===== src/rtl/mdu_pkg.sv =====
// Shared types for the iterative multiply/divide unit.
package mdu_pkg;

  // Operation codes presented by the decode stage.
  typedef enum logic [2:0] {
    MDU_MULT  = 3'd0,
    MDU_MULTU = 3'd1,
    MDU_DIV   = 3'd2,
    MDU_DIVU  = 3'd3,
    MDU_MTHI  = 3'd4,
    MDU_MTLO  = 3'd5
  } mdu_op_t;

  // Sequencer states: one iteration phase per operation class, then a sign fix-up.
  typedef enum logic [1:0] {
    IDLE = 2'd0,
    MUL  = 2'd1,
    DIV  = 2'd2,
    FIX  = 2'd3
  } mdu_state_t;

endpackage


===== src/rtl/mult_div_unit.sv =====
// Iterative multiply/divide unit with HI/LO registers.
// Signed operations run on magnitudes; result signs are restored in the FIX cycle.
// One WIDTH+1 adder is shared: shift-add for MUL, trial subtraction for DIV.
module mult_div_unit
  import mdu_pkg::*;
#(
  parameter int WIDTH = 32
) (
  input  logic             CLK,
  input  logic             RST_N,
  input  logic             start,
  input  logic [2:0]       op,
  input  logic [WIDTH-1:0] srca,
  input  logic [WIDTH-1:0] srcb,
  input  logic             flush,
  output logic             busy,
  output logic             done,
  output logic [WIDTH-1:0] hi,
  output logic [WIDTH-1:0] lo
);

  localparam int CW = $clog2(WIDTH) + 1;
  localparam logic [CW-1:0] LAST_ITER = CW'(WIDTH - 1);

  mdu_state_t         state_q, state_d;
  logic [CW-1:0]      cnt_q, cnt_d;
  logic [2*WIDTH-1:0] acc_q, acc_d;
  logic [WIDTH-1:0]   opb_q, opb_d;
  logic [WIDTH-1:0]   raw_a_q, raw_a_d;
  logic               neg_pq_q, neg_pq_d;
  logic               neg_rem_q, neg_rem_d;
  logic               div0_q, div0_d;
  logic               is_div_q, is_div_d;
  logic [WIDTH-1:0]   hi_q, hi_d;
  logic [WIDTH-1:0]   lo_q, lo_d;
  logic               busy_q, busy_d;
  logic               done_q, done_d;

  mdu_op_t            op_s;
  logic               signed_op_s;
  logic               a_neg_s, b_neg_s;
  logic [WIDTH-1:0]   abs_a_s, abs_b_s;
  logic [WIDTH:0]     add_a_s, add_b_s;
  logic               add_cin_s;
  logic [WIDTH+1:0]   sum_s;
  logic [2*WIDTH-1:0] mul_step_s, div_step_s;
  logic [WIDTH-1:0]   new_rem_s;
  logic [2*WIDTH-1:0] prod_s;
  logic [WIDTH-1:0]   fix_hi_s, fix_lo_s;

  assign op_s        = mdu_op_t'(op);
  assign signed_op_s = (op_s == MDU_MULT) || (op_s == MDU_DIV);
  assign a_neg_s     = signed_op_s & srca[WIDTH-1];
  assign b_neg_s     = signed_op_s & srcb[WIDTH-1];
  assign abs_a_s     = a_neg_s ? ({WIDTH{1'b0}} - srca) : srca;
  assign abs_b_s     = b_neg_s ? ({WIDTH{1'b0}} - srcb) : srcb;

  // Shared adder operands: add multiplicand in MUL, subtract divisor (a + ~b + 1) in DIV.
  always_comb begin
    if (state_q == DIV) begin
      add_a_s   = {acc_q[2*WIDTH-1:WIDTH], acc_q[WIDTH-1]};
      add_b_s   = ~{1'b0, opb_q};
      add_cin_s = 1'b1;
    end else begin
      add_a_s   = {1'b0, acc_q[2*WIDTH-1:WIDTH]};
      add_b_s   = {1'b0, opb_q};
      add_cin_s = 1'b0;
    end
  end

  assign sum_s = {1'b0, add_a_s} + {1'b0, add_b_s} + {{(WIDTH+1){1'b0}}, add_cin_s};

  // One iteration of each algorithm; for DIV the adder carry-out means "no borrow".
  always_comb begin
    if (acc_q[0]) begin
      mul_step_s = {sum_s[WIDTH:0], acc_q[WIDTH-1:1]};
    end else begin
      mul_step_s = {1'b0, acc_q[2*WIDTH-1:1]};
    end
    if (sum_s[WIDTH+1]) begin
      new_rem_s = sum_s[WIDTH-1:0];
    end else begin
      new_rem_s = add_a_s[WIDTH-1:0];
    end
    div_step_s = {new_rem_s, acc_q[WIDTH-2:0], sum_s[WIDTH+1]};
  end

  // Sign restoration and divide-by-zero substitution applied in the FIX cycle.
  always_comb begin
    prod_s = neg_pq_q ? ({(2*WIDTH){1'b0}} - acc_q) : acc_q;
    if (is_div_q) begin
      if (div0_q) begin
        fix_hi_s = raw_a_q;
        fix_lo_s = {WIDTH{1'b1}};
      end else begin
        fix_hi_s = neg_rem_q ? ({WIDTH{1'b0}} - acc_q[2*WIDTH-1:WIDTH])
                             : acc_q[2*WIDTH-1:WIDTH];
        fix_lo_s = neg_pq_q ? ({WIDTH{1'b0}} - acc_q[WIDTH-1:0]) : acc_q[WIDTH-1:0];
      end
    end else begin
      fix_hi_s = prod_s[2*WIDTH-1:WIDTH];
      fix_lo_s = prod_s[WIDTH-1:0];
    end
  end

  // Sequencer: accept requests in IDLE, iterate WIDTH times, commit HI/LO in FIX.
  always_comb begin
    state_d   = state_q;
    cnt_d     = cnt_q;
    acc_d     = acc_q;
    opb_d     = opb_q;
    raw_a_d   = raw_a_q;
    neg_pq_d  = neg_pq_q;
    neg_rem_d = neg_rem_q;
    div0_d    = div0_q;
    is_div_d  = is_div_q;
    hi_d      = hi_q;
    lo_d      = lo_q;
    done_d    = 1'b0;
    case (state_q)
      IDLE: begin
        if (start && !flush) begin
          case (op_s)
            MDU_MULT, MDU_MULTU, MDU_DIV, MDU_DIVU: begin
              is_div_d  = (op_s == MDU_DIV) || (op_s == MDU_DIVU);
              state_d   = is_div_d ? DIV : MUL;
              cnt_d     = {CW{1'b0}};
              acc_d     = {{WIDTH{1'b0}}, abs_a_s};
              opb_d     = abs_b_s;
              raw_a_d   = srca;
              neg_pq_d  = a_neg_s ^ b_neg_s;
              neg_rem_d = a_neg_s;
              div0_d    = (srcb == {WIDTH{1'b0}});
            end
            MDU_MTHI: hi_d = srca;
            MDU_MTLO: lo_d = srca;
            default:  state_d = IDLE;
          endcase
        end else begin
          state_d = IDLE;
        end
      end
      MUL, DIV: begin
        if (flush) begin
          state_d = IDLE;
        end else begin
          acc_d = (state_q == DIV) ? div_step_s : mul_step_s;
          cnt_d = cnt_q + {{(CW-1){1'b0}}, 1'b1};
          if (cnt_q == LAST_ITER) begin
            state_d = FIX;
          end else begin
            state_d = state_q;
          end
        end
      end
      FIX: begin
        state_d = IDLE;
        if (flush) begin
          done_d = 1'b0;
        end else begin
          done_d = 1'b1;
          hi_d   = fix_hi_s;
          lo_d   = fix_lo_s;
        end
      end
      default: state_d = IDLE;
    endcase
    busy_d = (state_d != IDLE);
  end

  // State and architectural registers.
  always_ff @(posedge CLK or negedge RST_N) begin
    if (!RST_N) begin
      state_q   <= IDLE;
      cnt_q     <= {CW{1'b0}};
      acc_q     <= {(2*WIDTH){1'b0}};
      opb_q     <= {WIDTH{1'b0}};
      raw_a_q   <= {WIDTH{1'b0}};
      neg_pq_q  <= 1'b0;
      neg_rem_q <= 1'b0;
      div0_q    <= 1'b0;
      is_div_q  <= 1'b0;
      hi_q      <= {WIDTH{1'b0}};
      lo_q      <= {WIDTH{1'b0}};
      busy_q    <= 1'b0;
      done_q    <= 1'b0;
    end else begin
      state_q   <= state_d;
      cnt_q     <= cnt_d;
      acc_q     <= acc_d;
      opb_q     <= opb_d;
      raw_a_q   <= raw_a_d;
      neg_pq_q  <= neg_pq_d;
      neg_rem_q <= neg_rem_d;
      div0_q    <= div0_d;
      is_div_q  <= is_div_d;
      hi_q      <= hi_d;
      lo_q      <= lo_d;
      busy_q    <= busy_d;
      done_q    <= done_d;
    end
  end

  assign busy = busy_q;
  assign done = done_q;
  assign hi   = hi_q;
  assign lo   = lo_q;

endmodule

===== config.mk =====
export PLATFORM = sky130hd
export DESIGN_NAME = mult_div_unit
export DESIGN_NICKNAME = d
export VERILOG_FILES = /design/src/rtl/mdu_pkg.sv /design/src/rtl/mult_div_unit.sv
export SDC_FILE = /design/constraint.sdc
export NUM_CORES = 1
export LEC_CHECK = 0
export CAP_MARGIN = 20
export CORE_ASPECT_RATIO = 0.6
export CORE_MARGIN = 2
export CORE_UTILIZATION = 57
export CTS_CLUSTER_SIZE = 28
export DETAILED_ROUTE_END_ITERATION = 16
export PLACE_DENSITY = 0.79
export SLEW_MARGIN = 10
export SYNTH_ARGS = -nofsm -noshare
export SYNTH_HDL_FRONTEND = slang
export SYNTH_SLANG_ARGS = --single-unit

===== constraint.sdc =====
create_clock -name CLK -period 9.83 [get_ports CLK]
set_input_delay 1.4745 -clock CLK [delete_from_list [all_inputs] [get_ports CLK]]
set_output_delay 1.4745 -clock CLK [all_outputs]
set_load 0.03 [all_outputs]

-- Word level (Yosys, flattened, before mapping)
Index checks and enable logic that the tools add are counted.
W data, S select, Z words.
- register bits after elaboration: 206
- latch bits: 0
- RAM bits: 0
- bits in read-only memories: 0
- input bits: 71
- output and inout port bits: 66
- word-level logic and storage cells: 96
- memories kept: 0
- $add $sub $neg: 8
- multiply operators: 0
- div/mod/pow operators: 0
- $lt $le $gt $ge: 0
- equality and inequality tests: 15
- shifts and indexed selects: 0
- mux-type cells: 39
- bitwise logic cells: 4
- reductions and logical operators: 17
- operators with widths (kind ; number):
    $mux W32 ; 15
    $mux W64 ; 6
    $pmux W32 S2 ; 2
    $pmux W64 S2 ; 1
    $sub A1 B32 Y32 const A ; 4
    $mux W33 ; 2
    $sub A1 B64 Y64 const A ; 1
    $add A33 B33 Y34 ; 1
    $add A34 B1 Y34 ; 1
    $not A32 Y33 ; 1
    $logic_not A32 Y1 ; 1
    $mux W6 ; 3
    $pmux W6 S2 ; 1
    $reduce_and A4 Y1 ; 3
    $mux W2 ; 4
    $add A6 B1 Y6 const B ; 1
    $eq A3 B2 Y1 const B ; 2
    $eq A3 B3 Y1 const B ; 2
    $eq A6 B5 Y1 const B ; 1
    $ne A2 B1 Y1 const B ; 3
    $ne A2 B2 Y1 const B ; 3
    $pmux W2 S3 ; 1
    $reduce_bool A2 Y1 ; 3
    $eq A2 B2 Y1 const B ; 2
    14 further kinds ; 19

-- Longest topological paths before layout
- depth in word-level cells: 8
- depth in mapped cells: 21
- gate-level depth less buffers: 16

-- Least setup slack after synthesis
OpenSTA, ideal clock, no wires.
- path type: flip-flop to flip-flop
- start point: register state_q[0]
- end point: register acc_q[49]
- setup time: 0.122 ns
- data arrival time: 4.857 ns
- data required time: 9.708 ns
- setup slack: 4.852 ns
- stages on the path, launching flop included: 21
- path buffers: 7
- period minus slack after synthesis: 4.978 ns
- cells stage by stage: dfrtp_1 > inv_1 > ha_1 > buf_2 > buf_1 > clkbuf_1 > buf_1 > xor2_1 > ha_1 > clkbuf_1 > and3_1 > and3_1 > o311ai_2 > a31oi_1 > a311o_1 > o311a_1 > buf_2 > buf_6 > mux2i_1 > nand2_1 > a32o_1
- cells in the longest elaborated chain, start to end: 8
- elaborated cells on any way between the ends: 19
- those cells by class: 2 x add/sub; 5 x eq/ne; 8 x mux; 4 x reduce/logical
- RTL lines (what ; line ; source):
    from (decl) ; mult_div_unit.sv:25 ; mdu_state_t state_q, state_d;
    from (signal assigned) ; mult_div_unit.sv:188 ; state_q <= state_d;
    $eq A2 B2 Y1 ; mult_div_unit.sv:60, mult_div_unit.sv:120, mult_div_unit.sv:147 ;
    $mux W33 ; mult_div_unit.sv:60 ; if (state_q == DIV) begin
    $add A33 B33 Y34 ; mult_div_unit.sv:71 ; assign sum_s = {1'b0, add_a_s} + {1'b0, add_b_s} + {{(WIDTH+1){1'b0}}, add_cin_s};
    $add A34 B1 Y34 ; mult_div_unit.sv:71 ;
    $mux W64 or $mux W32 (tied branches) ; mult_div_unit.sv:75, mult_div_unit.sv:80 ;
    $mux W64 ; mult_div_unit.sv:147 ; acc_d = (state_q == DIV) ? div_step_s : mul_step_s;
    $mux W64 ; mult_div_unit.sv:144 ; if (flush) begin
    $pmux W64 S2 ; mult_div_unit.sv:120 ; case (state_q)
    to (signal assigned) ; mult_div_unit.sv:176 ; acc_q <= {(2*WIDTH){1'b0}};
    to (decl) ; mult_div_unit.sv:27 ; logic [2*WIDTH-1:0] acc_q, acc_d;
Parallel ways exist; a longest one is shown, timed or not. The select of a mux whose other input is x is not followed.
A chain may end at the register's enable or synchronous reset.

-- Worst setup path in the final report
- start point: register state_q[0]
- end point: register acc_q[50]
The elaborated chain is that of the path after synthesis.

==> out/qor.yml <==
cts.sinks: 206
die_w_um: 219
worstMarginPinSlew_ps: 1060
drc: 0
pin_count: 137
path_delay_family: "compound AO/OA/AOI/OAI gates"
cts_buffers: 22
switchingPower_mw: 1.21
fill_cells: 2351
ys_types: 76
synth_simple_gate_area_frac: 0.188
r2r_cells: 16
grt-ovfl-total: 0
num-nets-final: 2123
status: "finished clean"
cts_tree: "done"
skew_ps: 29.0
worstPathRequired_ps: 10230
final_util: 0.655
clkLatencyLatePin_ps: 550
via_count: 15600
fmax_mhz: 160
drt_wl_total_um: 51000
synth.ff_latch_count: 206
core-area_mm2: 0.0274
cts_hold_buf: 0
die_y_um: 133
antenna_found_initial: 0
holdCritPathClass: "reg2reg"
initial_core_util: 0.576
vdd_ir_drop_max_v: 0.000123
wire_per_inst_um: 21.3
clk_path_buf_depth: 3
critPathMaxStageDelay_ps: 700
synth_edf_count: 0
relSlewSlack: 0.287
synth.largest_area_cell: "dfrtp_1"
synth_top_family_by_area: "compound AO/OA/AOI/OAI gates"
clkPwrFrac: 0.279
postSynthCellCount: 1984
avgSynthCellArea_um2: 7.96
n_antenna_cell: 0
drtPass1Iterations: 6
leakagePower_nw: 7.67
ant_nets: 0
intPower_mw: 1.94
p_seq_frac: 0.366
die-area_mm2: 0.0291
grt_use_total: 0.348
grt_setup_unrepaired: "no"
endpoint_kind: "flip-flop"
hold_ws_ps: 477
final_common_cell: "nand2_1"
synth_compound_area_frac: 0.231
synth_nets: 2097
crit_path_start_kind: "flip-flop"
synthArstFlopShare: 1.00
path_class: "reg2reg"
r2r_slack_ps: 3560
crit_start: "state_q[0]"
r2r_start: "state_q[0]"
tns_ps: 0
path_buf_inv: 3
grt_pass1_vias: 14600
finalMaxSlewViolations: 0
netSwitchingFraction: 0.383
cts_resized: 0
setup_viol: 0
ys_warn_count: 0
post_cts_buffers: 0
ys.flop_type: "dfrtp_1"
synthXorXnorAreaFrac: 0.0993
min_to: "raw_a_q[17]"
share_comb_of_total_power: 0.355
hpwlAfterDp_um: 36300
port_buffers: 136
grt_max_degree: 91
drt_iter0_drc: 1889
reg2reg_to: "acc_q[50]"
hold_depth: 2
syn_to_final_growth_pct: 13.7
path_cells: "inv_1 > ha_4 > buf_4 > mux2_2 > ha_1 > and3_1 > nand4_1 > a21oi_1 > o311ai_2 > a31oi_1 > a311o_1 > o311a_1 > buf_4 > mux2_2 > a22oi_1 > o221ai_1"
root_buffer: "clkbuf_16"
fin_crit_ps: 6270
hold_path_startpoint: "raw_a_q[17]"
htreeDepth: 1
synthTopCellsByArea: "dfrtp_1 (33%), nand2_1 (8.6%), o21ai_0 (7.9%)"
syn_area_mm2: 0.0158
finalWeightedCongestion: 0.993
cpMaxStageDelayCell: "buf_4"
synth_top_area_share: 0.327
worstPathArrival_ps: 6670
synthAdderAreaFrac: 0.0338
fin_crit_sh: 0.638
avgViaCountPerCell: 6.50
synth_mux_area_frac: 0.0727
ys_seq_area_frac: 0.327
final_hold_viol_count: 0
drive_gt1_frac: 0.0617
critical_path.max_fanout: 50
grt_pass1_wl_um: 80800
maxCapViolations: 0
fp-row-count: 47
most-common-layout-cells: "nand2_1 (362), o21ai_0 (249), dfrtp_1 (206)"
p_per_area_mw_per_mm2: 176
clk_pin_slew_ps: 70
state kept, by name, indices dropped and copies added, names as in the netlist:
signal and cells:
acc_q 64, busy 1, cnt_q 6, div0_q 1, done 1, hi 32
is_div_q 1, lo 32, neg_pq_q 1, neg_rem_q 1, opb_q 32, raw_a_q 32
state_q 2
final cells by class:
type | count | area (µm²) | share of cell area
timing repair buffer | 162 | 1580 | 0.0882
tap | 367 | 459 | 0.0256
inverter | 34 | 128 | 0.00711
clock inverter | 6 | 61.3 | 0.00341
multi-input combinational | 1584 | 9890 | 0.551
clock buffer | 34 | 677 | 0.0377
sequential | 206 | 5150 | 0.287
power by group through the flow:
| stage | Combinational, mW | Clock [mW] | Sequential [mW] |
|---|---|---|---|
| after floorplan | 0.659 | 0 | 1.21 |
| after global placement | 1.08 | 0 | 1.16 |
| after detailed placement | 1.10 | 0 | 1.17 |
| after CTS | 1.11 | 0.879 | 1.15 |
| after global routing | 1.21 | 0.916 | 1.17 |
| final | 1.12 | 0.879 | 1.16 |
tightest hold or removal path: cells and delay by family, from the launching register on:
family / cells / cell delay [ps]
flip-flops: 1 / 340
AND/OR/NAND/NOR: 2 / 110
cell usage after synthesis (22+ instances only):
library cell	number
nand2_1	363
inv_1	32
mux2i_1	73
clkbuf_1	125
xor2_1	76
or3_1	25
ha_1	41
nor2_1	114
o21ai_0	249
a21oi_1	106
nor3_1	30
xnor2_1	103
o31ai_1	23
mux2_2	37
a21o_1	22
dfrtp_1	206
o22ai_1	36
per-stage QoR:
| stage | cells | power, mW | worst slack, ps | instance area [µm²] |
|---|---|---|---|---|
| 2_1_floorplan | 1984 | 1.87 | 4850 | 15800 |
| 3_3_place_gp | 2350 | 2.23 | 3870 | 17200 |
| 3_5_place_dp | 2351 | 2.26 | 3690 | 17200 |
| 4_1_cts | 2391 | 3.14 | 3680 | 17900 |
| 5_1_grt | 2393 | 3.30 | 3330 | 18000 |
| 6_report | 2393 | 3.15 | 3560 | 18000 |
worst max-delay path by stage:
| stage | to | slack [ps] | cells after the start |
|---|---|---|---|
| 6_report | acc_q[50] | 3560 | 16 |
| 3_3_place_gp | acc_q[50] | 3870 | 16 |
| 2_1_floorplan | acc_q[49] | 4850 | 20 |
| 3_5_place_dp | acc_q[50] | 3690 | 16 |
| 5_1_grt | acc_q[50] | 3330 | 16 |
| 4_1_cts | acc_q[50] | 3680 | 16 |
routing by layer:
layer  vias to the layer above  GRT usage  share of wire
met5                         -          0              0
met4                         0     0.0739          0.019
met3                        84      0.103           0.12
met2                       853      0.479           0.41
met1                      7506      0.534           0.46
li1                       7111          -              -
cell families after synthesis:
logic type | Yosys count
muxes | 110
buffers and inverters | 194
and+or+nand+nor | 663
AOI/OAI and AO/OA | 590
adders and majority gates | 42
xor gates and xnor gates | 179
DFF | 206
(Power assumes the default switching activity.)
